==> config.mk <==
export PLATFORM = sky130hd
export DESIGN_NAME = anneal_run_sequencer
export DESIGN_NICKNAME = d
export VERILOG_FILES = /design/src/rtl/anneal_run_sequencer.sv
export SDC_FILE = /design/constraint.sdc
export NUM_CORES = 1
export LEC_CHECK = 0
export ABC_AREA = 1
export CORE_ASPECT_RATIO = 1.4
export CORE_MARGIN = 4
export CORE_UTILIZATION = 49
export CTS_BUF_LIST = sky130_fd_sc_hd__clkbuf_8
export DETAILED_ROUTE_END_ITERATION = 6
export PLACE_DENSITY = 0.87
export SYNTH_ARGS = -nofsm -noshare
export SYNTH_HDL_FRONTEND = slang
export SYNTH_SLANG_ARGS = --single-unit
==> constraint.sdc <==
create_clock -name i_clk -period 6.5 [get_ports i_clk]
set_input_delay 1.3 -clock i_clk [delete_from_list [all_inputs] [get_ports i_clk]]
set_output_delay 1.3 -clock i_clk [all_outputs]
set_load 0.01 [all_outputs]
==> src/rtl/anneal_run_sequencer.sv <==
// Steps a 16-entry anneal schedule, requests one downstream sample per run, and
// repeats for a latched run count, with an optional rerun batch started from DONE.
module anneal_run_sequencer #(
  parameter int SAMPLE_TIMEOUT = 255
) (
  input  logic         i_clk,
  input  logic         i_rst,
  input  logic         i_run,
  input  logic         i_rerun,
  input  logic [7:0]   i_run_time_interval,
  input  logic [7:0]   i_total_run_count,
  input  logic [7:0]   i_total_rerun_count,
  input  logic [127:0] i_anneal_sch,
  input  logic         i_fifo_full,
  input  logic         i_sample_ack,
  output logic [7:0]   o_anneal_level,
  output logic [3:0]   o_anneal_step,
  output logic         o_running,
  output logic         o_sampling,
  output logic         o_sample_req,
  output logic         o_run_done,
  output logic [7:0]   o_runs_completed,
  output logic         o_error
);

  localparam int TW = $clog2(SAMPLE_TIMEOUT + 2);
  localparam logic [TW-1:0] TO_LIM = TW'(SAMPLE_TIMEOUT);

  typedef enum logic [1:0] {
    S_IDLE   = 2'd0,
    S_ANNEAL = 2'd1,
    S_SAMPLE = 2'd2,
    S_DONE   = 2'd3
  } state_t;

  // Step k lives in the k-th byte counted from the MSB end.
  function automatic logic [7:0] sch_byte(input logic [127:0] sch, input logic [3:0] step);
    return sch[{~step, 3'b000} +: 8];
  endfunction

  state_t         state_q, state_d;
  logic           run_q, run_d, rerun_q, rerun_d, armed_q, armed_d;
  logic [7:0]     remaining_q, remaining_d;
  logic [7:0]     interval_q, interval_d;
  logic [127:0]   sch_q, sch_d;
  logic [3:0]     step_q, step_d;
  logic [7:0]     dwell_q, dwell_d;
  logic [TW-1:0]  to_q, to_d, to_nxt;
  logic [7:0]     level_q, level_d;
  logic [3:0]     step_out_q, step_out_d;
  logic           running_q, running_d;
  logic           sampling_q, sampling_d;
  logic           done_q, done_d;
  logic [7:0]     completed_q, completed_d;
  logic           error_q, error_d;
  logic           run_rise, rerun_rise, handshake;
  logic [7:0]     dwell_lim;

  assign o_sample_req = sampling_q & ~i_fifo_full;

  // Next-state and next-output computation for the run sequencer.
  always_comb begin
    state_d     = state_q;
    run_d       = i_run;
    rerun_d     = i_rerun;
    armed_d     = 1'b1;
    remaining_d = remaining_q;
    interval_d  = interval_q;
    sch_d       = sch_q;
    step_d      = step_q;
    dwell_d     = dwell_q;
    to_d        = to_q;
    completed_d = completed_q;
    error_d     = error_q;
    done_d      = 1'b0;
    to_nxt      = to_q + 1'b1;
    // armed_q masks the first cycle so a level already high out of reset is not an edge
    run_rise    = armed_q & i_run & ~run_q;
    rerun_rise  = armed_q & i_rerun & ~rerun_q;
    handshake   = (state_q == S_SAMPLE) & o_sample_req & i_sample_ack;
    dwell_lim   = (interval_q == 8'd0) ? 8'd1 : interval_q;

    case (state_q)
      S_IDLE: begin
        if (run_rise) begin
          remaining_d = i_total_run_count;
          interval_d  = i_run_time_interval;
          sch_d       = i_anneal_sch;
          completed_d = 8'd0;
          if (i_total_run_count == 8'd0) begin
            error_d = 1'b1;
          end else begin
            error_d = 1'b0;
            state_d = S_ANNEAL;
            step_d  = 4'd0;
            dwell_d = 8'd0;
          end
        end else begin
          state_d = S_IDLE;
        end
      end
      S_ANNEAL: begin
        if (!i_run) begin
          state_d = S_IDLE;
        end else if (dwell_q == dwell_lim - 8'd1) begin
          dwell_d = 8'd0;
          if (step_q == 4'd15) begin
            state_d = S_SAMPLE;
            to_d    = '0;
          end else begin
            step_d = step_q + 4'd1;
          end
        end else begin
          dwell_d = dwell_q + 8'd1;
        end
      end
      S_SAMPLE: begin
        if (!i_run) begin
          state_d = S_IDLE;
        end else if (handshake) begin
          done_d      = 1'b1;
          completed_d = (completed_q == 8'hFF) ? 8'hFF : completed_q + 8'd1;
          remaining_d = remaining_q - 8'd1;
          if (remaining_q > 8'd1) begin
            state_d = S_ANNEAL;
            step_d  = 4'd0;
            dwell_d = 8'd0;
          end else begin
            state_d = S_DONE;
          end
        end else if (to_nxt >= TO_LIM) begin
          error_d = 1'b1;
          state_d = S_IDLE;
        end else begin
          to_d = to_nxt;
        end
      end
      S_DONE: begin
        if (!i_run) begin
          state_d = S_IDLE;
        end else if (rerun_rise) begin
          remaining_d = i_total_rerun_count;
          interval_d  = i_run_time_interval;
          sch_d       = i_anneal_sch;
          completed_d = 8'd0;
          if (i_total_rerun_count == 8'd0) begin
            error_d = 1'b1;
          end else begin
            state_d = S_ANNEAL;
            step_d  = 4'd0;
            dwell_d = 8'd0;
          end
        end else begin
          state_d = S_DONE;
        end
      end
      default: begin
        state_d = S_IDLE;
      end
    endcase

    running_d  = (state_d == S_ANNEAL) || (state_d == S_SAMPLE);
    sampling_d = (state_d == S_SAMPLE);
    if (running_d) begin
      step_out_d = step_d;
      level_d    = sch_byte(sch_d, step_d);
    end else begin
      step_out_d = 4'd0;
      level_d    = 8'd0;
    end
  end

  // State, shadow and output registers.
  always_ff @(posedge i_clk or posedge i_rst) begin
    if (i_rst) begin
      state_q     <= S_IDLE;
      run_q       <= 1'b0;
      rerun_q     <= 1'b0;
      armed_q     <= 1'b0;
      remaining_q <= 8'd0;
      interval_q  <= 8'd0;
      sch_q       <= 128'd0;
      step_q      <= 4'd0;
      dwell_q     <= 8'd0;
      to_q        <= '0;
      level_q     <= 8'd0;
      step_out_q  <= 4'd0;
      running_q   <= 1'b0;
      sampling_q  <= 1'b0;
      done_q      <= 1'b0;
      completed_q <= 8'd0;
      error_q     <= 1'b0;
    end else begin
      state_q     <= state_d;
      run_q       <= run_d;
      rerun_q     <= rerun_d;
      armed_q     <= armed_d;
      remaining_q <= remaining_d;
      interval_q  <= interval_d;
      sch_q       <= sch_d;
      step_q      <= step_d;
      dwell_q     <= dwell_d;
      to_q        <= to_d;
      level_q     <= level_d;
      step_out_q  <= step_out_d;
      running_q   <= running_d;
      sampling_q  <= sampling_d;
      done_q      <= done_d;
      completed_q <= completed_d;
      error_q     <= error_d;
    end
  end

  assign o_anneal_level   = level_q;
  assign o_anneal_step    = step_out_q;
  assign o_running        = running_q;
  assign o_sampling       = sampling_q;
  assign o_run_done       = done_q;
  assign o_runs_completed = completed_q;
  assign o_error          = error_q;

endmodule

==> results of run 1 <==
-- cell usage in the layout, fill, tap and decap left out, types with 3 or more instances in the layout --
cell type	Yosys	layout
nor2_1	70	70
nor3_1	10	10
inv_2	6	6
ha_1	13	13
dfrtp_1	194	194
o21ai_0	26	26
a22oi_1	7	7
nand4_1	9	9
clkdlybuf4s50_1	0	182
a21oi_1	20	20
inv_1	124	122
buf_12	0	3
nand3_1	177	177
nand2_2	6	6
o22ai_1	11	11
o221ai_1	5	5
xnor2_1	5	5
inv_6	0	8
nor2_2	4	4
nand2_1	170	170
clkbuf_8	0	18
a32oi_1	48	48
buf_4	4	5
nor4_1	4	4
mux2_2	3	3
a32o_1	80	80
xor2_1	23	23
-- flip-flops by register name, summed over array words and instances, names as in the netlist, 4 cells and up --
| register | count |
|---|---|
| sch_q | 128 |
| to_q | 9 |
| dwell_q | 8 |
| interval_q | 8 |
| o_anneal_level | 8 |
| o_runs_completed | 8 |
| remaining_q | 8 |
| o_anneal_step | 4 |
| step_q | 4 |
-- worst reg2reg max path, stage by stage, from the launching register on --
cell     delay [ns]
dfrtp_1        0.45
nor2_1         0.19
nand2_2        0.10
nor2_1         0.13
nor2_2         0.07
ha_1           0.28
xor2_1         0.14
o21ai_0        0.12
nor2_1         0.13
nand3_1        0.14
nor2_4         0.19
nand3_2        0.11
nand2_1        0.09
nand3_1        0.08
nand2_2        0.67
nand2_2        0.33
buf_4          0.31
inv_2          0.23
nand2_1        0.11
nand3_1        0.11
nand3_1        0.09
nand2_1        0.08
nand2_1        0.05
nand2_1        0.05
-- stage by stage --
step           hold slack, ns  setup WS [ns]  instance area (um2)  util, %  instances
2_1_floorplan          0.4380          2.696                 9916        -       1114
3_3_place_gp           0.4518          1.471                11850    59.47       1481
3_5_place_dp           0.4581          1.331                11850    59.47       1481
4_1_cts                0.4849          1.841                12260    61.54       1513
5_1_grt                0.5012          1.343                12260    61.54       1513
6_report               0.4852          1.713                12260    61.54       1513
-- worst paths after layout --
kind	end	slack, ns
worst max-delay path	o_anneal_level[1]$_DFF_PP0_	1.71
worst min-delay path	sch_q[50]$_DFF_PP0_	0.49
worst max register to register	o_anneal_level[0]$_DFF_PP0_	2.19
worst min register to register	sch_q[50]$_DFF_PP0_	0.49
max in group asynchronous	sch_q[34]$_DFF_PP0_	4.27
min in group asynchronous	interval_q[4]$_DFFE_PP0P_	1.42
-- kinds of logic (layout without fill, tap and decap cells) --
group / after synthesis / in the layout
adder cells (fa/ha/maj): 13 / 13
multiplexers: 3 / 3
other: 1 / 1
AO/OA/AOI/OAI: 210 / 210
XOR/XNOR: 28 / 28
buffers and inverters: 207 / 354
AND/OR/NAND/NOR: 458 / 458
flip-flops: 194 / 194
-- cell type report --
type	instances	share of cell area, %
Timing Repair Buffer	190	15.66
Sequential cell	194	39.60
Clock buffer	18	2.021
Inverter	132	4.093
Clock inverter	14	1.337
Multi-Input combinational cell	713	34.72
Tap cell	252	2.572
-- layer usage --
layer,global-route usage (%),vias up
met2,47.15,384
met1,29.61,4385
met3,4.146,75
met5,0,-
met4,11.24,0
li1,-,4180
-- where the power goes --
group          switching [mW]  internal [mW]  leakage [nW]
Clock                   0.462          0.366         0.212
Combinational            2.10           1.02          2.96
Sequential              0.189           1.59          2.61
==> flow_metrics.py, run 1 <==
metrics = {
    "critical_path": {
        "slowest_delay_ns": 0.75,
        "worstPathCellList": "clkdlybuf4s50_1 > inv_1 > o21ai_0 > inv_1 > nor4_1 > inv_1 > a21oi_1 > nand2_2 > nand2_2 > buf_4 > nand2_1 > nand3_1 > nand3_1 > nand3_1 > nand2_1 > nor2_1",
        "setup.worst_path.start": "i_run",
        "worst-path-buf-inv": 5,
        "regToRegStartpoint": "interval_q[4]$_DFFE_PP0P_",
        "path_max_fanout": 49,
        "ff2ff_path_depth": 23,
        "path_depth": 16,
        "worstPathRequired_ns": 6.91,
        "crit_slowest_cell": "clkdlybuf4s50_1",
        "worstPathArrival_ns": 5.20,
        "cp-end-kind": "flip-flop",
        "crit_family": "simple AND/OR/NAND/NOR gates",
        "start_kind": "primary input",
        "crit_type": "in2reg",
    },
    "global_routing": {
        "grt_max_degree": 195,
        "grt_pass1_vias": 8996,
        "grt_pass1_wl_mm": 46.00,
        "grt_overflow": 0,
        "antenna_found_initial": 0,
        "track_usage_pct": 25.89,
    },
    "detailed_routing": {
        "dr.pass1.iters": 5,
        "dr.max_layer_used": "met4",
        "ant_nets": 0,
        "route.met3.wl_mm": 1.752,
        "drt-met1-wl_mm": 10.64,
        "vias": 9024,
        "drc": 0,
        "drtIter0Drc": 841,
        "wl_per_cell_um": 19.41,
        "via_per_inst": 5.964,
        "drt_wl_total_mm": 29.36,
        "wl_met2_mm": 15.76,
    },
    "sta": {
        "fin_setup_tns_ns": 0,
        "rsz0062_at_grt": "no",
        "hold_viol_final": 0,
        "fin_crit_ns": 4.787,
        "setup_viol": 0,
        "skew_ns": 0.01476,
        "max_freq_mhz": 208.9,
        "worst_slew_pin_slew_ns": 1.213,
        "slew_violations": 0,
        "post-route-period-util_pct": 73.64,
        "slew_headroom_pct": 18.85,
    },
    "die": {
        "die_h_um": 176.3,
        "initial_utilization_pct": 49.76,
        "fp.dieW_um": 128.2,
        "io_pins": 183,
        "die_area_um2": 22600,
        "core_um2": 19920,
        "rows": 61,
    },
    "min_path": {
        "hp-start": "sch_q[50]$_DFF_PP0_",
        "hp-class": "reg2reg",
        "holdPathStages": 2,
    },
    "power_and_ir_drop": {
        "p_leak_nw": 5.786,
        "max-vdd-ir-drop_mv": 0.3130,
        "p_total_mw": 5.727,
        "powerDensity_nw_per_um2": 467.2,
    },
    "cells_and_area": {
        "layout-drive-gt1-share_pct": 5.551,
        "multiInputGateArea_um2": 4257,
        "fin_nets": 1419,
        "synthToLayoutAreaGrowth_pct": 23.68,
        "antenna_cells": 0,
        "fillerInstances": 1649,
        "register_area_um2": 4855,
    },
    "synth": {
        "avgSynthCellArea_um2": 8.898,
        "ys_ff_latch": 194,
        "yosysMostFrequentCell": "dfrtp_1",
        "yosys.area_share.adder_pct": 1.641,
        "yosys-top-cells-count": "dfrtp_1 (194), nand3_1 (177), nand2_1 (170), inv_1 (124), a32o_1 (80)",
        "ys_top_cells_by_area": "dfrtp_1 (49%), nand3_1 (8.9%), a32o_1 (8.1%), nand2_1 (6.4%), inv_1 (4.7%)",
        "synth_top_area_share_pct": 48.98,
        "synthMuxAreaShare_pct": 0.3408,
        "yosysSeqAreaShare_pct": 48.98,
        "synth-simple-area-share_pct": 20.69,
        "async_flop_share_pct": 100.0,
        "synth_compound_area_share_pct": 17.50,
        "syn_area_um2": 9912,
        "synth_top_family_by_area": "simple AND/OR/NAND/NOR gates",
        "syn_nets": 1285,
        "ys_warn_count": 0,
        "synth-xor-area-share_pct": 2.474,
        "ys_types": 46,
        "synthCells": 1114,
        "yosys.area.top_type": "dfrtp_1",
        "synth_edf_count": 0,
        "synth_flop_cell": "dfrtp_1",
    },
    "clock_network": {
        "cts_buffer_depth": 2,
        "htree_levels": 4,
        "cts_resized": 0,
        "clkSinkCount": 194,
        "cts_buffers": 17,
        "cts_hold_buf": 0,
        "clkLatencyLatePin_ns": 0.48,
        "cts-root-buf": "clkbuf_8",
        "cts_tree": "done",
        "cts_setup_buffers": 0,
        "cts.clk_slew.worst_paths_ns": 0.10,
    },
    "outcome": {
        "status": "finished clean",
    },
    "placement": {
        "place_congestion": 0.9389,
        "dp_hpwl_mm": 20.90,
        "port_buffers": 182,
    },
    "job": {
        "drv_cap": 0,
    },
}
Power figures use the tool's default switching activity.
==> inputs of run 2 (changes only) <==
- CORE_UTILIZATION: 49 -> 55
- PLACE_DENSITY: 0.87 -> 0.91
- clock period: 6.5 -> 4.5 ns (I/O delays scaled with it)
==> run 2 against run 1 <==
  * Clock power rose by 32%
  * Global-route usage rose by 3.1 points
  * Critical path depth rose by 1
  * Sequential share of layout area barely moved
  * Critical endpoint is now o_anneal_level[2]$_DFF_PP0_
  * Design area rose by 0.11%
  * Combinational power rose by 52%
  * First-iteration DRC count rose by 50%
  * Routed wire length rose by 2.1%
  * Largest power group unchanged
==> flow_metrics.py, run 2 (same netlist as run 1, synthesis figures left out) <==
metrics = {
    "placement": {
        "dp_hpwl_mm": 21.18,
        "place_area_um2": 11900,
        "port_buffers": 182,
        "place_congestion": 0.9386,
    },
    "sta": {
        "post-route-period-util_pct": 81.99,
        "rsz0062_at_grt": "no",
        "fin_crit_ns": 3.690,
        "hold_viol_final": 0,
        "worst_slew_pin_slew_ns": 0.9551,
        "setup_viol": 0,
        "skew_ns": 0.01553,
        "slew_violations": 0,
        "slew_headroom_pct": 36.33,
        "max_freq_mhz": 271.0,
        "whs_ns": 0.4769,
        "fin_setup_tns_ns": 0,
    },
    "clock_network": {
        "cts-root-buf": "clkbuf_8",
        "cts_buffers": 17,
        "clkSinkCount": 194,
        "cts_setup_buffers": 0,
        "cts_tree": "done",
        "cts_hold_buf": 0,
        "cts_resized": 0,
        "cts_buffer_depth": 2,
        "htree_levels": 4,
        "clkLatencyLatePin_ns": 0.48,
        "cts.clk_slew.worst_paths_ns": 0.10,
    },
    "critical_path": {
        "worstPathArrival_ns": 4.05,
        "regToRegStartpoint": "interval_q[4]$_DFFE_PP0P_",
        "crit_type": "in2reg",
        "start_kind": "primary input",
        "path_max_fanout": 30,
        "worstPathRequired_ns": 4.86,
        "rrSetupSlack_ns": 0.84,
        "cp-end-kind": "flip-flop",
        "ff2ff_path_depth": 21,
        "regToRegEndpoint": "o_anneal_level[7]$_DFF_PP0_",
    },
    "cells_and_area": {
        "final_common_cell": "dfrtp_1",
        "fin_area_um2": 12270,
        "synthToLayoutAreaGrowth_pct": 23.82,
        "final_cell_mix": "dfrtp_1 (194), clkdlybuf4s50_1 (182), nand3_1 (177), nand2_1 (170), inv_1 (123)",
        "fin_nets": 1425,
        "antenna_cells": 0,
        "layout-drive-gt1-share_pct": 5.919,
        "largest_reg_flops": 128,
        "finish.utilization_pct": 69.95,
        "regMostFlops": "sch_q",
        "top_regs": "sch_q: 128 flops, to_q: 9 flops",
    },
    "detailed_routing": {
        "drt_wl_total_mm": 29.98,
        "ant_nets": 0,
        "wl_per_cell_um": 19.95,
        "drc": 0,
        "via_per_inst": 6.163,
        "vias": 9263,
        "drtIter0Drc": 1258,
        "dr.pass1.iters": 6,
    },
    "outcome": {
        "status": "finished clean",
    },
    "power_and_ir_drop": {
        "p_leak_nw": 5.802,
        "powerDensity_nw_per_um2": 683.1,
        "max-vdd-ir-drop_mv": 0.4901,
    },
    "die": {
        "initial_utilization_pct": 56.50,
        "core_um2": 17540,
        "die_h_um": 166.8,
        "rows": 57,
        "io_pins": 183,
        "die_area_um2": 20260,
        "fp.dieW_um": 121.5,
    },
    "global_routing": {
        "grt_overflow": 0,
        "antenna_found_initial": 0,
        "grt_max_degree": 178,
        "track_usage_pct": 28.98,
        "grt_pass1_vias": 9122,
        "grt_pass1_wl_mm": 46.35,
    },
    "min_path": {
        "hp-class": "reg2reg",
        "hp-start": "sch_q[37]$_DFF_PP0_",
        "holdPathStages": 2,
        "min_to": "sch_q[37]$_DFF_PP0_",
    },
    "job": {
        "drv_cap": 0,
    },
}
## run 2: cell types whose count changed in the layout (fill, tap and decap cells not counted), sizes merged
cell	change
buf	+6
clkbuf	+1
clkinvlp	+2
bufinv	-1
inv	-8
clkinv	+6
## run 2: worst max path at each step
stage	depth (start not counted)	to	slack [ns]	start
floorplan	1	armed_q$_DFF_PP0_	1.10	i_rst
global placement	17	o_anneal_level[3]$_DFF_PP0_	0.57	i_run
detailed placement	16	o_anneal_level[2]$_DFF_PP0_	0.47	i_run
CTS	21	o_anneal_level[7]$_DFF_PP0_	0.86	interval_q[4]$_DFFE_PP0P_
global route	17	o_anneal_level[2]$_DFF_PP0_	0.52	i_run
finish	17	o_anneal_level[2]$_DFF_PP0_	0.81	i_run
## run 2: power breakdown
part           switching [mW]  internal, mW  leakage [nW]
sequential              0.270          2.29          2.61
clock                   0.624         0.466         0.191
combinational            3.20          1.53          3.00
total                    4.09          4.29          5.80
## run 2: critical path, cell delays in order
cell and delay (ns):
clkdlybuf4s50_1 0.50, inv_1 0.15, nor3_1 0.33, nor2_1 0.11
nor2_1 0.20, inv_1 0.08, nor2_1 0.14, clkinv_2 0.31
buf_4 0.36, a32oi_1 0.30, nand3_1 0.13, nand3_1 0.19
nand3_1 0.09, nand2_1 0.08, nand2_1 0.04, nand2_1 0.07
nor2_1 0.04
## run 2: final cells by class
cell class / count / area [um2]
clock inverter: 13 / 113.9
fill: 1344 / 5271
tap: 236 / 295.3
clock buffer: 19 / 261.5
multi-input combinational: 713 / 4257
sequential: 194 / 4855
timing repair buffer: 196 / 1989
inverter: 132 / 501.7
## run 2: per-stage QoR
stage | std cells | setup WS, ns | power (mW)
after CTS | 1503 | 0.8639 | 8.309
final | 1503 | 0.8104 | 8.384
after detailed placement | 1471 | 0.4743 | 7.215
after floorplan | 1114 | 1.096 | 5.905
after global routing | 1503 | 0.5168 | 8.933
after global placement | 1471 | 0.5687 | 7.079
## run 2: layer usage
layer / global-route usage [%] / up-vias / share of wire (%) / wire (um)
met4: 17.80 / 0 / 6.0 / 1792
li1: - / 4194 / - / -
met2: 49.65 / 534 / 52 / 15510
met3: 5.054 / 112 / 7.5 / 2236
met5: 0 / - / 0 / 0
met1: 33.31 / 4423 / 35 / 10440
